File: config.mk
export PLATFORM = sky130hd
export DESIGN_NAME = operand_fetch_stage
export DESIGN_NICKNAME = d
export VERILOG_FILES = /design/src/rtl/dof_pkg.sv /design/src/rtl/fwd_select.sv /design/src/rtl/operand_fetch_stage.sv
export SDC_FILE = /design/constraint.sdc
export NUM_CORES = 1
export LEC_CHECK = 0
export BUFFER_PORTS_ARGS = -buffer_cell sky130_fd_sc_hd__buf_4
export CAP_MARGIN = 10
export CORE_UTILIZATION = 30
export DETAILED_ROUTE_END_ITERATION = 10
export HOLD_SLACK_MARGIN = 0.06
export PLACE_DENSITY_LB_ADDON = 0.3
export SYNTH_ARGS = -nofsm -noshare
export SYNTH_HDL_FRONTEND = slang
export SYNTH_SLANG_ARGS = --single-unit
File: constraint.sdc
create_clock -name clk -period 3.1 [get_ports clk]
set_input_delay 0.31 -clock clk [delete_from_list [all_inputs] [get_ports clk]]
set_output_delay 0.31 -clock clk [all_outputs]
set_load 0.05 [all_outputs]
File: src/rtl/dof_pkg.sv
// Shared definitions for the decode/operand-fetch (DOF) stage:
// memory-data / branch-select encodings, the control half of the
// DOF/EXE pipeline register, and the bubble value for that control half.
package dof_pkg;

  // MD selects what EXE writes back: ALU result, loaded data or a flag.
  localparam logic [1:0] MD_ALU  = 2'b00;
  localparam logic [1:0] MD_LOAD = 2'b01;
  localparam logic [1:0] MD_FLAG = 2'b10;

  // BS selects the branch behaviour in EXE; NONE means fall through.
  localparam logic [1:0] BS_NONE = 2'b00;
  localparam logic [1:0] BS_BZ   = 2'b01;
  localparam logic [1:0] BS_BRA  = 2'b10;
  localparam logic [1:0] BS_JMP  = 2'b11;

  // Control fields carried in the DOF/EXE register. Widths do not depend
  // on any stage parameter, so this lives here; the datapath half of the
  // bundle (da, sh, busa, busb, pc) is declared in the stage itself.
  typedef struct packed {
    logic       rw;
    logic       ps;
    logic       mw;
    logic [1:0] md;
    logic [1:0] bs;
    logic [3:0] fs;
  } dof_ctrl_t;

  // A bubble must never write a register, write memory or branch.
  localparam dof_ctrl_t CTRL_BUBBLE = '{
    rw: 1'b0,
    ps: 1'b0,
    mw: 1'b0,
    md: MD_ALU,
    bs: BS_NONE,
    fs: 4'h0
  };

endpackage

File: src/rtl/fwd_select.sv
// Priority forwarding selector for one operand. Source 0 is the youngest
// (EXE) result and wins over every older source. Register 0 never matches.
module fwd_select #(
  parameter int DATA_BITS      = 32,
  parameter int REG_ADDR_WIDTH = 5,
  parameter int NUM_FWD        = 2
) (
  input  logic [REG_ADDR_WIDTH-1:0]         i_addr,
  input  logic [NUM_FWD-1:0]                i_fwd_rw,
  input  logic [NUM_FWD-1:0]                i_fwd_load,
  input  logic [NUM_FWD*REG_ADDR_WIDTH-1:0] i_fwd_da,
  input  logic [NUM_FWD*DATA_BITS-1:0]      i_fwd_data,
  output logic                              o_hit,
  output logic                              o_hit_load,
  output logic [DATA_BITS-1:0]              o_data
);

  // Scan oldest to youngest so the lowest matching index overwrites the rest.
  always_comb begin
    o_hit      = 1'b0;
    o_hit_load = 1'b0;
    o_data     = '0;
    for (int i = NUM_FWD - 1; i >= 0; i--) begin
      if (i_fwd_rw[i] &&
          (i_fwd_da[i*REG_ADDR_WIDTH +: REG_ADDR_WIDTH] == i_addr) &&
          (i_addr != '0)) begin
        o_hit      = 1'b1;
        o_hit_load = i_fwd_load[i];
        o_data     = i_fwd_data[i*DATA_BITS +: DATA_BITS];
      end
    end
  end

endmodule

File: src/rtl/operand_fetch_stage.sv
// Decode/operand-fetch stage: picks operands (PC, immediate, forwarded
// results or register file), detects load-use hazards, and registers the
// instruction into the DOF/EXE pipeline register behind valid/ready.
// Optional build macro: OFS_PERF_CNT_EN adds a saturating stall_count output.
module operand_fetch_stage
  import dof_pkg::*;
#(
  parameter int DATA_BITS      = 32,
  parameter int REG_ADDR_WIDTH = 5,
  parameter int IMM_WIDTH      = 15,
  parameter int NUM_FWD        = 2
) (
  input  logic                              clk,
  input  logic                              rst_n,
  input  logic                              in_valid,
  output logic                              in_ready,
  input  logic [DATA_BITS-1:0]              pc_min_one,
  input  logic                              dec_rw,
  input  logic                              dec_ps,
  input  logic                              dec_mw,
  input  logic                              dec_ma,
  input  logic                              dec_mb,
  input  logic                              dec_cs,
  input  logic [1:0]                        dec_md,
  input  logic [1:0]                        dec_bs,
  input  logic [3:0]                        dec_fs,
  input  logic [REG_ADDR_WIDTH-1:0]         dec_da,
  input  logic [REG_ADDR_WIDTH-1:0]         dec_aa,
  input  logic [REG_ADDR_WIDTH-1:0]         dec_ba,
  input  logic [IMM_WIDTH-1:0]              imm,
  input  logic [REG_ADDR_WIDTH-1:0]         sh_in,
  input  logic [DATA_BITS-1:0]              adata,
  input  logic [DATA_BITS-1:0]              bdata,
  input  logic [NUM_FWD-1:0]                fwd_rw,
  input  logic [NUM_FWD-1:0]                fwd_load,
  input  logic [NUM_FWD*REG_ADDR_WIDTH-1:0] fwd_da,
  input  logic [NUM_FWD*DATA_BITS-1:0]      fwd_data,
  input  logic                              flush_n,
  output logic                              out_valid,
  input  logic                              out_ready,
  output logic [DATA_BITS-1:0]              pc_min_two,
  output logic [DATA_BITS-1:0]              busa,
  output logic [DATA_BITS-1:0]              busb,
  output logic                              rw,
  output logic                              ps,
  output logic                              mw,
  output logic [1:0]                        md,
  output logic [1:0]                        bs,
  output logic [3:0]                        fs,
  output logic [REG_ADDR_WIDTH-1:0]         da,
  output logic [REG_ADDR_WIDTH-1:0]         sh,
`ifdef OFS_PERF_CNT_EN
  output logic [31:0]                       stall_count,
`endif
  output logic                              stall
);

  // Full DOF/EXE register: package control half plus parameter-sized datapath.
  typedef struct packed {
    dof_ctrl_t                 ctrl;
    logic [REG_ADDR_WIDTH-1:0] da;
    logic [REG_ADDR_WIDTH-1:0] sh;
    logic [DATA_BITS-1:0]      busa;
    logic [DATA_BITS-1:0]      busb;
    logic [DATA_BITS-1:0]      pc;
  } pipe_reg_t;

  localparam pipe_reg_t PIPE_BUBBLE = '{
    ctrl: CTRL_BUBBLE,
    da:   '0,
    sh:   '0,
    busa: '0,
    busb: '0,
    pc:   '0
  };

  pipe_reg_t            r_pipe;
  logic                 r_valid;
  pipe_reg_t            w_next;
  logic [DATA_BITS-1:0] w_imm_ext;
  logic [DATA_BITS-1:0] w_fwd_a_data;
  logic [DATA_BITS-1:0] w_fwd_b_data;
  logic                 w_hit_a;
  logic                 w_hit_a_load;
  logic                 w_hit_b;
  logic                 w_hit_b_load;
  logic                 w_adv;
  logic                 w_stall;
  logic                 w_take;

  fwd_select #(
    .DATA_BITS      (DATA_BITS),
    .REG_ADDR_WIDTH (REG_ADDR_WIDTH),
    .NUM_FWD        (NUM_FWD)
  ) u_fwd_a (
    .i_addr     (dec_aa),
    .i_fwd_rw   (fwd_rw),
    .i_fwd_load (fwd_load),
    .i_fwd_da   (fwd_da),
    .i_fwd_data (fwd_data),
    .o_hit      (w_hit_a),
    .o_hit_load (w_hit_a_load),
    .o_data     (w_fwd_a_data)
  );

  fwd_select #(
    .DATA_BITS      (DATA_BITS),
    .REG_ADDR_WIDTH (REG_ADDR_WIDTH),
    .NUM_FWD        (NUM_FWD)
  ) u_fwd_b (
    .i_addr     (dec_ba),
    .i_fwd_rw   (fwd_rw),
    .i_fwd_load (fwd_load),
    .i_fwd_da   (fwd_da),
    .i_fwd_data (fwd_data),
    .o_hit      (w_hit_b),
    .o_hit_load (w_hit_b_load),
    .o_data     (w_fwd_b_data)
  );

  // Extend the immediate: CS chooses sign extension, otherwise zero fill.
  always_comb begin
    if (dec_cs) begin
      w_imm_ext = {{(DATA_BITS-IMM_WIDTH){imm[IMM_WIDTH-1]}}, imm};
    end else begin
      w_imm_ext = {{(DATA_BITS-IMM_WIDTH){1'b0}}, imm};
    end
  end

  // Handshake and hazard: a load-use stall only matters for an operand that
  // actually comes from a forward source, and a flush overrides it.
  always_comb begin
    w_adv   = out_ready | ~r_valid;
    w_stall = in_valid & flush_n &
              ((~dec_ma & w_hit_a & w_hit_a_load) |
               (~dec_mb & w_hit_b & w_hit_b_load));
    w_take  = in_valid & flush_n & ~w_stall;
    if (!flush_n) begin
      in_ready = w_adv;
    end else begin
      in_ready = w_adv & ~w_stall;
    end
  end

  // Assemble the candidate register contents for an accepted instruction.
  always_comb begin
    w_next         = PIPE_BUBBLE;
    w_next.ctrl.rw = dec_rw;
    w_next.ctrl.ps = dec_ps;
    w_next.ctrl.mw = dec_mw;
    w_next.ctrl.md = dec_md;
    w_next.ctrl.bs = dec_bs;
    w_next.ctrl.fs = dec_fs;
    w_next.da      = dec_da;
    w_next.sh      = sh_in;
    w_next.pc      = pc_min_one;
    if (dec_ma) begin
      w_next.busa = pc_min_one;
    end else if (w_hit_a) begin
      w_next.busa = w_fwd_a_data;
    end else begin
      w_next.busa = adata;
    end
    if (dec_mb) begin
      w_next.busb = w_imm_ext;
    end else if (w_hit_b) begin
      w_next.busb = w_fwd_b_data;
    end else begin
      w_next.busb = bdata;
    end
  end

  // Pipeline register: load the instruction or a bubble when EXE can advance.
  always_ff @(posedge clk) begin
    if (!rst_n) begin
      r_pipe  <= '0;
      r_valid <= 1'b0;
    end else if (w_adv) begin
      r_valid <= w_take;
      r_pipe  <= w_take ? w_next : PIPE_BUBBLE;
    end
  end

`ifdef OFS_PERF_CNT_EN
  logic [31:0] r_stall_count;

  // Count stalled cycles, pinning at the maximum instead of wrapping.
  always_ff @(posedge clk) begin
    if (!rst_n) begin
      r_stall_count <= '0;
    end else if (w_stall && (r_stall_count != 32'hFFFF_FFFF)) begin
      r_stall_count <= r_stall_count + 32'd1;
    end
  end

  assign stall_count = r_stall_count;
`endif

  assign stall      = w_stall;
  assign out_valid  = r_valid;
  assign rw         = r_pipe.ctrl.rw;
  assign ps         = r_pipe.ctrl.ps;
  assign mw         = r_pipe.ctrl.mw;
  assign md         = r_pipe.ctrl.md;
  assign bs         = r_pipe.ctrl.bs;
  assign fs         = r_pipe.ctrl.fs;
  assign da         = r_pipe.da;
  assign sh         = r_pipe.sh;
  assign busa       = r_pipe.busa;
  assign busb       = r_pipe.busb;
  assign pc_min_two = r_pipe.pc;

endmodule

==> results of run 1 <==
-- critical path: cells and delay by family --
kind            cells  cell delay [ns]
compound gates      2             0.34
simple gates        3             0.89
mux                 1             0.38
buf+inv             2             0.34
-- cell families after synthesis --
family | Yosys count
muxes | 2
DFF | 118
xor gates and xnor gates | 20
buffers and inverters | 137
and+or+nand+nor | 322
AOI/OAI and AO/OA | 254
-- flip-flops by register name, summed over array words and instances (netlist names), 2 cells and up --
signal	count
bs	2
busa	32
busb	32
da	5
fs	4
md	2
pc_min_two	32
sh	5
-- cell type report --
cell class,count,area [um2],share of cell area
Clock buffer,17,425.4,0.04170
Clock inverter,15,217.7,0.02134
Inverter,54,202.7,0.01987
Multi-Input combinational cell,598,3860,0.3784
Sequential cell,118,2362,0.2316
Tap cell,280,350.3,0.03434
Timing Repair Buffer,364,2783,0.2728
-- Yosys cell counts --
library cell | count | area, um2
buf_2 | 10 | 50.05
or4_4 | 2 | 22.52
and2_1 | 3 | 18.77
mux2i_1 | 2 | 20.02
xor2_1 | 4 | 35.03
o211ai_2 | 2 | 25.02
nand3_1 | 2 | 10.01
nor2_1 | 65 | 244.0
o31ai_2 | 36 | 450.4
o211a_1 | 3 | 30.03
o22ai_2 | 1 | 12.51
a21boi_1 | 1 | 7.510
and4_1 | 1 | 8.760
o31a_1 | 47 | 411.6
a211oi_1 | 34 | 255.2
nor2b_1 | 1 | 6.260
buf_6 | 5 | 56.30
nand4_1 | 2 | 12.51
o221ai_1 | 1 | 8.760
and3_1 | 62 | 387.9
inv_1 | 53 | 198.9
nand2_2 | 1 | 6.260
nand2b_1 | 1 | 6.260
nor3_1 | 6 | 30.03
nor4_1 | 1 | 6.260
or3_1 | 1 | 6.260
a21oi_1 | 1 | 5.000
buf_4 | 6 | 45.04
nand3_2 | 1 | 10.01
clkbuf_1 | 62 | 232.7
and2_0 | 1 | 6.260
a221oi_1 | 30 | 262.8
o31ai_1 | 81 | 608.1
xnor2_1 | 16 | 140.1
nand2_1 | 172 | 645.6
o21a_1 | 17 | 127.6
clkinv_1 | 1 | 3.750
dfxtp_1 | 118 | 2362
-- worst max path at each step --
stage | slack (ns) | end | from | cells past startpoint
6_report | 0.52 | in_ready | dec_aa[3] | 8
5_1_grt | 0.34 | in_ready | dec_aa[3] | 8
4_1_cts | 0.51 | in_ready | dec_aa[3] | 8
3_5_place_dp | 0.40 | busa[4] | dec_aa[3] | 8
3_3_place_gp | 0.46 | busa[10] | dec_aa[3] | 8
2_1_floorplan | 0.19 | in_ready | dec_aa[3] | 8
-- cell usage in the layout, fill, tap and decap left out, types with 3 or more instances in the layout --
master,instances
buf_4,360
o21a_1,17
nor3_1,5
nor2_1,65
o31a_1,47
o31ai_2,36
xnor2_1,16
bufinv_16,4
dfxtp_1,118
a221oi_1,30
buf_12,4
a211oi_1,34
clkinv_4,5
inv_1,53
o211a_1,3
xor2_1,4
o31ai_1,81
nand2_1,171
inv_6,3
clkbuf_16,17
and3_1,62
-- metal layers --
layer  GRT usage  vias to the layer above  wire, um  part of all wire
met1      0.3338                     3531     13000              0.44
met4     0.08892                        0       712             0.024
met5           0                        -         0                 0
met3     0.06399                       32      2346             0.080
met2      0.3853                      353     13240              0.45
li1            -                     3662         -                 -
-- metrics by stage --
stage / hold WS [ns] / util / worst slack (ns) / instance area [um2] / cells
after floorplan: 0.4500 / - / 0.1937 / 6777 / 853
after global placement: 0.4349 / 0.4353 / 0.4562 / 9558 / 1414
after detailed placement: 0.4409 / 0.4353 / 0.4016 / 9558 / 1414
after CTS: 0.1237 / 0.4646 / 0.5069 / 10200 / 1446
after global routing: 0.1341 / 0.4646 / 0.3419 / 10200 / 1446
final: 0.1438 / 0.4646 / 0.5219 / 10200 / 1446
-- power by group --
group | total [mW] | internal [mW] | leakage (nW) | switching, mW
logic | 0.978 | 0.407 | 3.52 | 0.571
clock network | 2.18 | 1.37 | 0.316 | 0.809
registers | 1.59 | 1.57 | 0.959 | 0.0251
==> flow_metrics.py, run 1 <==
metrics = {
    "finish": {
        "final_nets": 1381,
        "drive_gt1_frac": 0.3799,
        "areaGrowthSynthToFinish_pct": 50.53,
        "n_antenna_cell": 0,
        "nFillCells": 2261,
    },
    "timing": {
        "slew_headroom": 0.4815,
        "period_share": 0.8317,
        "period_minus_slack_ns": 2.578,
        "maxSlewViolCount": 0,
        "fin_skew_ns": 0.007807,
        "hold_violations": 0,
        "fin_setup_tns_ns": 0,
        "setup_viol": 0,
        "worstMarginPinSlew_ns": 0.7755,
        "fmax_ghz": 0.3879,
        "rsz0062_at_grt": "false",
    },
    "cts": {
        "cts_buffer_depth": 2,
        "clkTransAtPathRegs_ns": 0.06,
        "cts_hold_buf": 0,
        "cts.root.buffer_cell": "clkbuf_16",
        "cts_tree": "built",
        "cts_buffers": 17,
        "numClockSinks": 118,
        "clock_latency_ns": 0.42,
        "post-cts-setup-buffer-count": 0,
        "htree_levels": 4,
        "cts_resized": 0,
    },
    "setup_path": {
        "regToRegSetupSlack_ns": 1.35,
        "rr_startpoint": "out_valid",
        "cpMostUsedCell": "buf_4",
        "crit_slowest_cell": "or4_4",
        "required_ns": 2.79,
        "critPathKind": "in -> out",
        "cp_cell_sequence": "buf_4 -> or4_4 -> nor2_1 -> or3_1 -> mux2i_1 -> o22ai_2 -> a21oi_1 -> buf_4",
        "reg2reg_depth": 5,
        "max_stage_delay_ns": 0.55,
        "r2r_end": "busa[11]",
        "crit_fanout": 3,
        "crit_arrival_ns": 2.27,
        "cp-end-kind": "primary output",
        "cp-start-kind": "input port",
    },
    "detailed_routing": {
        "drt_iter0_markers": 701,
        "postRouteAntennaNets": 0,
        "vias": 7578,
        "wirelength_um": 29300,
        "drc": 19,
        "vias_per_cell": 5.241,
        "drtPass1Iterations": 9,
        "wire_per_inst_um": 20.26,
    },
    "run_status": {
        "status": "finished, violations left",
        "violations": "DRC",
    },
    "synthesis": {
        "syn_avg_cell_area_um2": 7.944,
        "synth-seq-cells": 118,
        "yosys.area_share.adder": 0,
        "ys_seq_area_frac": 0.3486,
        "synth_compound_area_frac": 0.3253,
        "syn-num-nets": 1081,
        "synth_area_um2": 6776,
        "synthMuxAreaShare": 0.002954,
        "synth_top_family_by_area": "compound AO/OA/AOI/OAI gates",
        "ys_warn_count": 0,
        "synth_xor_area_frac": 0.02585,
        "synthSimpleGateAreaFrac": 0.2107,
        "synth.distinct_cells": 38,
        "synth_cells": 853,
    },
    "die": {
        "start_util": 0.3086,
        "coreArea_um2": 21960,
        "io_pins": 348,
        "die-area_um2": 23190,
        "die_h_um": 152.3,
        "row_count": 54,
        "die_w_um": 152.3,
    },
    "global_route": {
        "grt_pass1_vias": 7318,
        "grt_max_degree": 92,
        "grt_pass1_wl_um": 44510,
        "grt-ovfl-total": 0,
        "grt_use_total": 0.2493,
        "antenna_found_initial": 0,
    },
    "pwr": {
        "powerDensity_nw_per_um2": 465.2,
        "vdd_drop_max_mv": 0.3174,
        "p_leak_nw": 4.794,
        "power_mw": 4.745,
    },
    "hold_path": {
        "holdPathStages": 3,
        "hold_start": "dec_da[4]",
        "holdPathEnd": "da[4]",
        "hold_path_class": "in -> reg",
    },
    "placement": {
        "gp_congestion": 0.9075,
        "dpl.hpwl_um": 21420,
        "portBuffers": 347,
    },
    "job": {
        "cap_viol_max_count": 0,
    },
}
Note: power is estimated with default switching activity, not from simulation.
==> run 2, diff against run 1 <==
--- a/config.mk
+++ b/config.mk
@@ -5,6 +5,7 @@
 export SDC_FILE = /design/constraint.sdc
 export NUM_CORES = 1
 export LEC_CHECK = 0
+export ABC_AREA = 1
 export BUFFER_PORTS_ARGS = -buffer_cell sky130_fd_sc_hd__buf_4
 export CAP_MARGIN = 10
 export CORE_UTILIZATION = 30
==> constraint.sdc (replaced) <==
create_clock -name clk -period 2.3 [get_ports clk]
set_input_delay 0.23 -clock clk [delete_from_list [all_inputs] [get_ports clk]]
set_output_delay 0.23 -clock clk [all_outputs]
set_load 0.05 [all_outputs]
==> run 2 against run 1 <==
Compared with the run above: the run now ends clean; non-clock buffer count rose by 20; worst hold slack got worse by 0.075 ns; synthesized cell count up 42%; via count rose by 14%; final area up 4.4%; clock skew is essentially flat; critical path depth rose by 2; sequential share of layout area shrank 0.97 points; global-route usage shrank 0.82 points; critical path type unchanged; largest power group unchanged; highest routed layer unchanged.
==> flow_metrics.py, run 2 <==
metrics = {
    "cts": {
        "cts.root.buffer_cell": "clkbuf_16",
        "post-cts-setup-buffer-count": 0,
        "cts_hold_buf": 13,
        "cts_resized": 0,
        "cts_buffer_depth": 2,
        "clock_latency_ns": 0.42,
        "cts_buffers": 17,
        "cts_tree": "built",
        "numClockSinks": 118,
        "clkTransAtPathRegs_ns": 0.06,
        "htree_levels": 4,
    },
    "setup_path": {
        "reg2reg_depth": 5,
        "required_ns": 2.07,
        "critPathKind": "in -> out",
        "cp-start-kind": "input port",
        "r2r_end": "sh[2]",
        "crit_end": "in_ready",
        "regToRegSetupSlack_ns": 0.74,
        "cp-end-kind": "primary output",
        "rr_startpoint": "out_valid",
        "startpoint": "fwd_da[9]",
        "crit_fanout": 3,
        "crit_arrival_ns": 1.57,
    },
    "finish": {
        "areaGrowthSynthToFinish_pct": 52.31,
        "final_util": 0.4675,
        "layout_commonest_cell": "nand2_1",
        "final_nets": 1757,
        "most-common-layout-cells": "nand2_1 (600), buf_4 (363), a21oi_1 (122)",
        "drive_gt1_frac": 0.2886,
    },
    "die": {
        "coreArea_um2": 22780,
        "start_util": 0.3069,
        "die_h_um": 154.7,
        "io_pins": 348,
        "die_w_um": 154.7,
        "die-area_um2": 23920,
        "row_count": 55,
    },
    "global_route": {
        "antenna_found_initial": 1,
        "grt_use_total": 0.2410,
        "grt-ovfl-total": 0,
        "grt_pass1_vias": 8252,
        "grt_max_degree": 79,
        "grt_pass1_wl_um": 44930,
    },
    "synthesis": {
        "synth-seq-cells": 118,
        "ys_seq_area_frac": 0.3379,
        "async_flop_share": 0,
        "syn-num-nets": 1437,
        "ys_top_cells_by_count": "nand2_1 (602), a21oi_1 (123), dfxtp_1 (118)",
        "syn_avg_cell_area_um2": 5.783,
        "synth_cells": 1209,
        "ys_warn_count": 0,
        "synth_flop_cell": "dfxtp_1",
        "synth.distinct_cells": 23,
        "synth_area_um2": 6992,
        "synth_top_cell_area_share": 0.3379,
        "synth_edf_count": 0,
        "synth_top_area_cell": "dfxtp_1",
        "synth_area_leaders": "dfxtp_1 (34%), nand2_1 (32%), a21oi_1 (8.8%)",
        "yosys.cell_count.top_type": "nand2_1",
    },
    "placement": {
        "dpl.hpwl_um": 21840,
        "portBuffers": 347,
        "gp_congestion": 0.9219,
    },
    "detailed_routing": {
        "drt_iter0_markers": 636,
        "wirelength_um": 29320,
        "vias_per_cell": 4.650,
        "drc": 0,
        "wire_per_inst_um": 15.80,
        "vias": 8630,
        "postRouteAntennaNets": 0,
        "drtPass1Iterations": 5,
    },
    "job": {
        "cap_viol_max_count": 0,
    },
    "timing": {
        "period_minus_slack_ns": 1.795,
        "maxSlewViolCount": 0,
        "fin_setup_tns_ns": 0,
        "worstMarginPinSlew_ns": 0.5003,
        "setup_viol": 0,
        "hold_violations": 0,
        "fmax_ghz": 0.5571,
        "period_share": 0.7804,
        "rsz0062_at_grt": "false",
        "slew_headroom": 0.6629,
        "fin_skew_ns": 0.007684,
    },
    "hold_path": {
        "hold_path_class": "in -> reg",
    },
    "pwr": {
        "powerDensity_nw_per_um2": 594.1,
        "power_mw": 6.327,
        "vdd_drop_max_mv": 0.3958,
        "p_leak_nw": 5.445,
    },
    "run_status": {
        "status": "completed",
    },
}
-- run 2: cell types whose count changed after synthesis, moves of 36 or more --
cell     before  now
o31ai_1      81    0
nand2_1     172  602
nand3_1       2  106
o31a_1       47    0
a21oi_1       1  123
o31ai_2      36    0
and3_1       62    0
-- run 2: per-stage QoR --
stage | hold slack, ns | worst slack, ns | std cells | instance area [um2]
after global placement | 0.4525 | 0.2678 | 1810 | 9912
after detailed placement | 0.4568 | 0.2353 | 1810 | 9912
final | 0.06854 | 0.5050 | 1856 | 10650
after global routing | 0.06992 | 0.3848 | 1855 | 10650
after CTS | 0.06022 | 0.5015 | 1855 | 10650
after floorplan | 0.3476 | 0.2691 | 1209 | 6995
-- run 2: kinds of logic (layout without fill, tap and decap cells) --
| family | count (synthesis) | count (layout) | share of synthesized area |
|---|---|---|---|
| AO/OA/AOI/OAI | 173 | 173 | 0.1337 |
| XOR/XNOR | 3 | 3 | 0.003759 |
| other | 0 | 1 | 0 |
| flip-flops | 118 | 118 | 0.3379 |
| buffers and inverters | 138 | 471 | 0.08500 |
| AND/OR/NAND/NOR | 777 | 777 | 0.4397 |
-- run 2: worst min path at each step --
stage	cells after the start	slack, ns	start	endpoint
after floorplan	1	0.35	rst_n	out_valid
after global placement	2	0.45	pc_min_two[1]	pc_min_two[1]
after detailed placement	2	0.46	pc_min_two[24]	pc_min_two[24]
after CTS	3	0.06	dec_fs[0]	fs[0]
after global routing	3	0.07	pc_min_one[5]	pc_min_two[5]
final	3	0.07	dec_md[1]	md[1]
-- run 2: layer usage --
layer	track usage	routed length, um	vias to the layer above
li1	-	-	4447
met1	0.3354	13920	3839
met2	0.3756	13110	312
met3	0.04623	1710	32
met4	0.07119	582	0
met5	0	0	-
-- run 2: where the power goes --
| part | total [mW] | switching, mW | leakage (nW) | internal (mW) |
|---|---|---|---|---|
| sequential | 2.15 | 0.0371 | 0.959 | 2.11 |
| combinational | 1.34 | 0.802 | 4.19 | 0.543 |
| clock | 2.84 | 1.18 | 0.296 | 1.66 |
| total | 6.33 | 2.02 | 5.44 | 4.31 |
-- run 2: area by class of cell --
| class | instances | area [um2] |
|---|---|---|
| well taps | 313 | 391.6 |
| multi-input cells | 953 | 4064 |
| diodes | 1 | 2.502 |
| fillers | 2372 | 12130 |
| inverters | 55 | 209.0 |
| clock buffers | 18 | 439.2 |
| clock inverters | 14 | 165.2 |
| repair buffers | 384 | 3015 |
| flip-flops and latches | 118 | 2362 |
-- run 2: worst max-delay path, cell delays in order --
cell	delay (ns)
buf_4	0.12
xnor2_1	0.21
nand2_1	0.09
nor2_2	0.20
nand3_1	0.11
nand2_1	0.07
nand2_1	0.10
a21oi_2	0.17
nor2_1	0.05
buf_4	0.20
==> run 3, diff against run 2 <==
==> constraint.sdc (replaced) <==
create_clock -name clk -period 1.7 [get_ports clk]
set_input_delay 0.17 -clock clk [delete_from_list [all_inputs] [get_ports clk]]
set_output_delay 0.17 -clock clk [all_outputs]
set_load 0.05 [all_outputs]
==> run 3 against run 2 <==
Compared with the run above: cell count rose by 4.5%; sequential power increased by 35%; utilization grew 4.0 points; critical path type unchanged; sequential share of layout area fell by 1.7 points; register-to-register slack lost 0.49 ns; worst hold slack improved by 0.043 ns.
==> flow_metrics.py, run 3 (synthesis gave the netlist of run 2 again) <==
metrics = {
    "run_status": {
        "status": "completed",
    },
    "timing": {
        "slew_headroom": 0.7241,
        "rsz0062_at_grt": "true",
        "period_minus_slack_ns": 1.646,
        "setup_viol": 0,
        "fmax_ghz": 0.6074,
        "fin_setup_tns_ns": 0,
        "fin_skew_ns": 0.008192,
        "maxSlewViolCount": 0,
        "finalWorstSetupSlack_ns": 0.05366,
        "hold_violations": 0,
        "worstMarginPinSlew_ns": 0.4095,
        "period_share": 0.9684,
    },
    "pwr": {
        "vdd_drop_max_mv": 0.5512,
        "power.share.clock": 0.435,
        "p_comb_frac": 0.231,
        "switching_share": 0.3281,
        "intPower_mw": 5.838,
        "powerDensity_nw_per_um2": 751.5,
        "switchingPower_mw": 2.851,
        "seq_power_share": 0.334,
        "p_leak_nw": 5.860,
    },
    "setup_path": {
        "required_ns": 1.53,
        "crit_end": "in_ready",
        "cp-end-kind": "primary output",
        "startpoint": "fwd_da[8]",
        "crit_arrival_ns": 1.48,
        "cp_cell_sequence": "buf_4 -> buf_4 -> nand2_2 -> nand2_2 -> inv_2 -> nand2_2 -> nor2_4 -> nand3_2 -> nand2_2 -> nand2_2 -> buf_6 -> a21oi_4 -> nor2_2 -> buf_6",
        "crit_family": "simple AND/OR/NAND/NOR gates",
        "r2r_end": "busb[7]",
        "crit_slowest_cell": "a21oi_4",
        "rr_startpoint": "out_valid",
        "regToRegSetupSlack_ns": 0.25,
        "max_stage_delay_ns": 0.17,
        "crit_fanout": 3,
        "cp-start-kind": "input port",
        "reg2reg_depth": 6,
        "critPathBufInv": 5,
        "cpMostUsedCell": "nand2_2",
        "critPathKind": "in -> out",
        "path_depth": 14,
    },
    "die": {
        "die-area_um2": 23920,
        "die_h_um": 154.7,
        "io_pins": 348,
        "row_count": 55,
        "die_w_um": 154.7,
        "coreArea_um2": 22780,
        "start_util": 0.3069,
    },
    "cts": {
        "htree_levels": 4,
        "numClockSinks": 118,
        "cts_buffers": 17,
        "clkTransAtPathRegs_ns": 0.08,
        "cts_tree": "built",
        "cts_buffer_depth": 2,
        "clock_latency_ns": 0.42,
        "cts.root.buffer_cell": "clkbuf_16",
    },
    "detailed_routing": {
        "drc": 0,
        "vias_per_cell": 4.660,
        "postRouteAntennaNets": 0,
        "drt_iter0_markers": 647,
        "wire_per_inst_um": 15.33,
        "wirelength_um": 29730,
        "vias": 9036,
        "drtPass1Iterations": 5,
    },
    "finish": {
        "layout.cells.non_filler": 1939,
        "seq_area_um2": 2364,
        "areaGrowthSynthToFinish_pct": 65.37,
        "multi_input_area_um2": 4140,
        "layout_commonest_cell": "nand2_1",
        "nFillCells": 2271,
        "most-common-layout-cells": "nand2_1 (594), buf_4 (392), a21oi_1 (121)",
        "drive_gt1_frac": 0.3108,
        "final_nets": 1840,
        "final_area_um2": 11560,
    },
    "hold_path": {
        "hold_start": "imm[2]",
        "hold_path_class": "in -> reg",
    },
    "global_route": {
        "grt_use_total": 0.2446,
        "grt_max_degree": 72,
        "grt-ovfl-total": 0,
        "antenna_found_initial": 0,
        "grt_pass1_wl_um": 45810,
        "grt_pass1_vias": 8468,
    },
    "job": {
        "cap_viol_max_count": 0,
    },
    "placement": {
        "pre_cts_ws_ns": -0.2507,
        "place_area_um2": 10300,
        "dpl.hpwl_um": 22130,
        "dp_cells": 1849,
        "gp_congestion": 0.9041,
        "portBuffers": 347,
    },
}
==> run 3: cell types whose count changed in the layout (fill, tap and decap cells not counted), moves of 3 or more <==
cell           change
nor2_1             -5
nor2_4             +4
inv_8              +3
dlygate4sd3_1     +41
nand2_2            +6
buf_4             +29
buf_6              +6
buf_12             +7
nand2_1            -6
==> run 3: layout make-up <==
cell class	instances	area share
Clock inverter	15	0.01547
Clock buffer	17	0.03679
Sequential cell	118	0.2044
Timing Repair Buffer	467	0.3331
Tap cell	313	0.03387
Antenna cell	1	0.0002164
Inverter	55	0.01807
Multi-Input combinational cell	953	0.3581
==> run 3: worst reg2reg max path: stages (launching register included) <==
cell,delay (ns)
dfxtp_2,0.35
inv_1,0.07
nor2_4,0.15
buf_4,0.19
buf_12,0.28
nand2_1,0.21
a21oi_2,0.14
==> run 3: worst min-delay path by stage <==
stage / to / slack, ns / cells after the start
after CTS: busb[10] / 0.1 / 5
after floorplan: out_valid / 0.29 / 1
after detailed placement: out_valid / 0.42 / 2
after global placement: ps / 0.42 / 3
final: busb[2] / 0.11 / 5
after global routing: busb[3] / 0.12 / 5
==> run 3: stage by stage <==
stage | util | hold WS (ns) | power [mW]
floorplan | - | 0.2876 | 3.926
global placement | 0.4523 | 0.4194 | 4.821
detailed placement | 0.4523 | 0.4176 | 4.827
CTS | 0.5044 | 0.09656 | 8.733
global route | 0.5075 | 0.1197 | 9.055
finish | 0.5076 | 0.1116 | 8.689
==> run 3: power by group through the flow <==
| stage | logic (mW) | clock network (mW) | registers (mW) |
|---|---|---|---|
| finish | 2.01 | 3.78 | 2.90 |
| global route | 2.17 | 3.98 | 2.91 |
| CTS | 1.98 | 3.85 | 2.90 |
| detailed placement | 1.87 | 0 | 2.96 |
| global placement | 1.86 | 0 | 2.96 |
| floorplan | 0.665 | 0 | 3.26 |
==> run 3: repair_timing <==
action / in CTS / in global routing
hold buffers: 54 / 0
pin swaps: 8 / 10
buffers inserted: 3 / 1
setup endpoints to repair: 2 / 27
hold endpoints to repair: 55 / 0
gates resized for setup: 7 / 20
==> run 3: layer usage <==
layer	track usage	vias to the layer above	routed length, um
li1	-	4608	-
met1	0.3339	4026	13400
met2	0.3842	360	13600
met3	0.04539	42	1965
met4	0.08534	0	761
met5	0	-	0
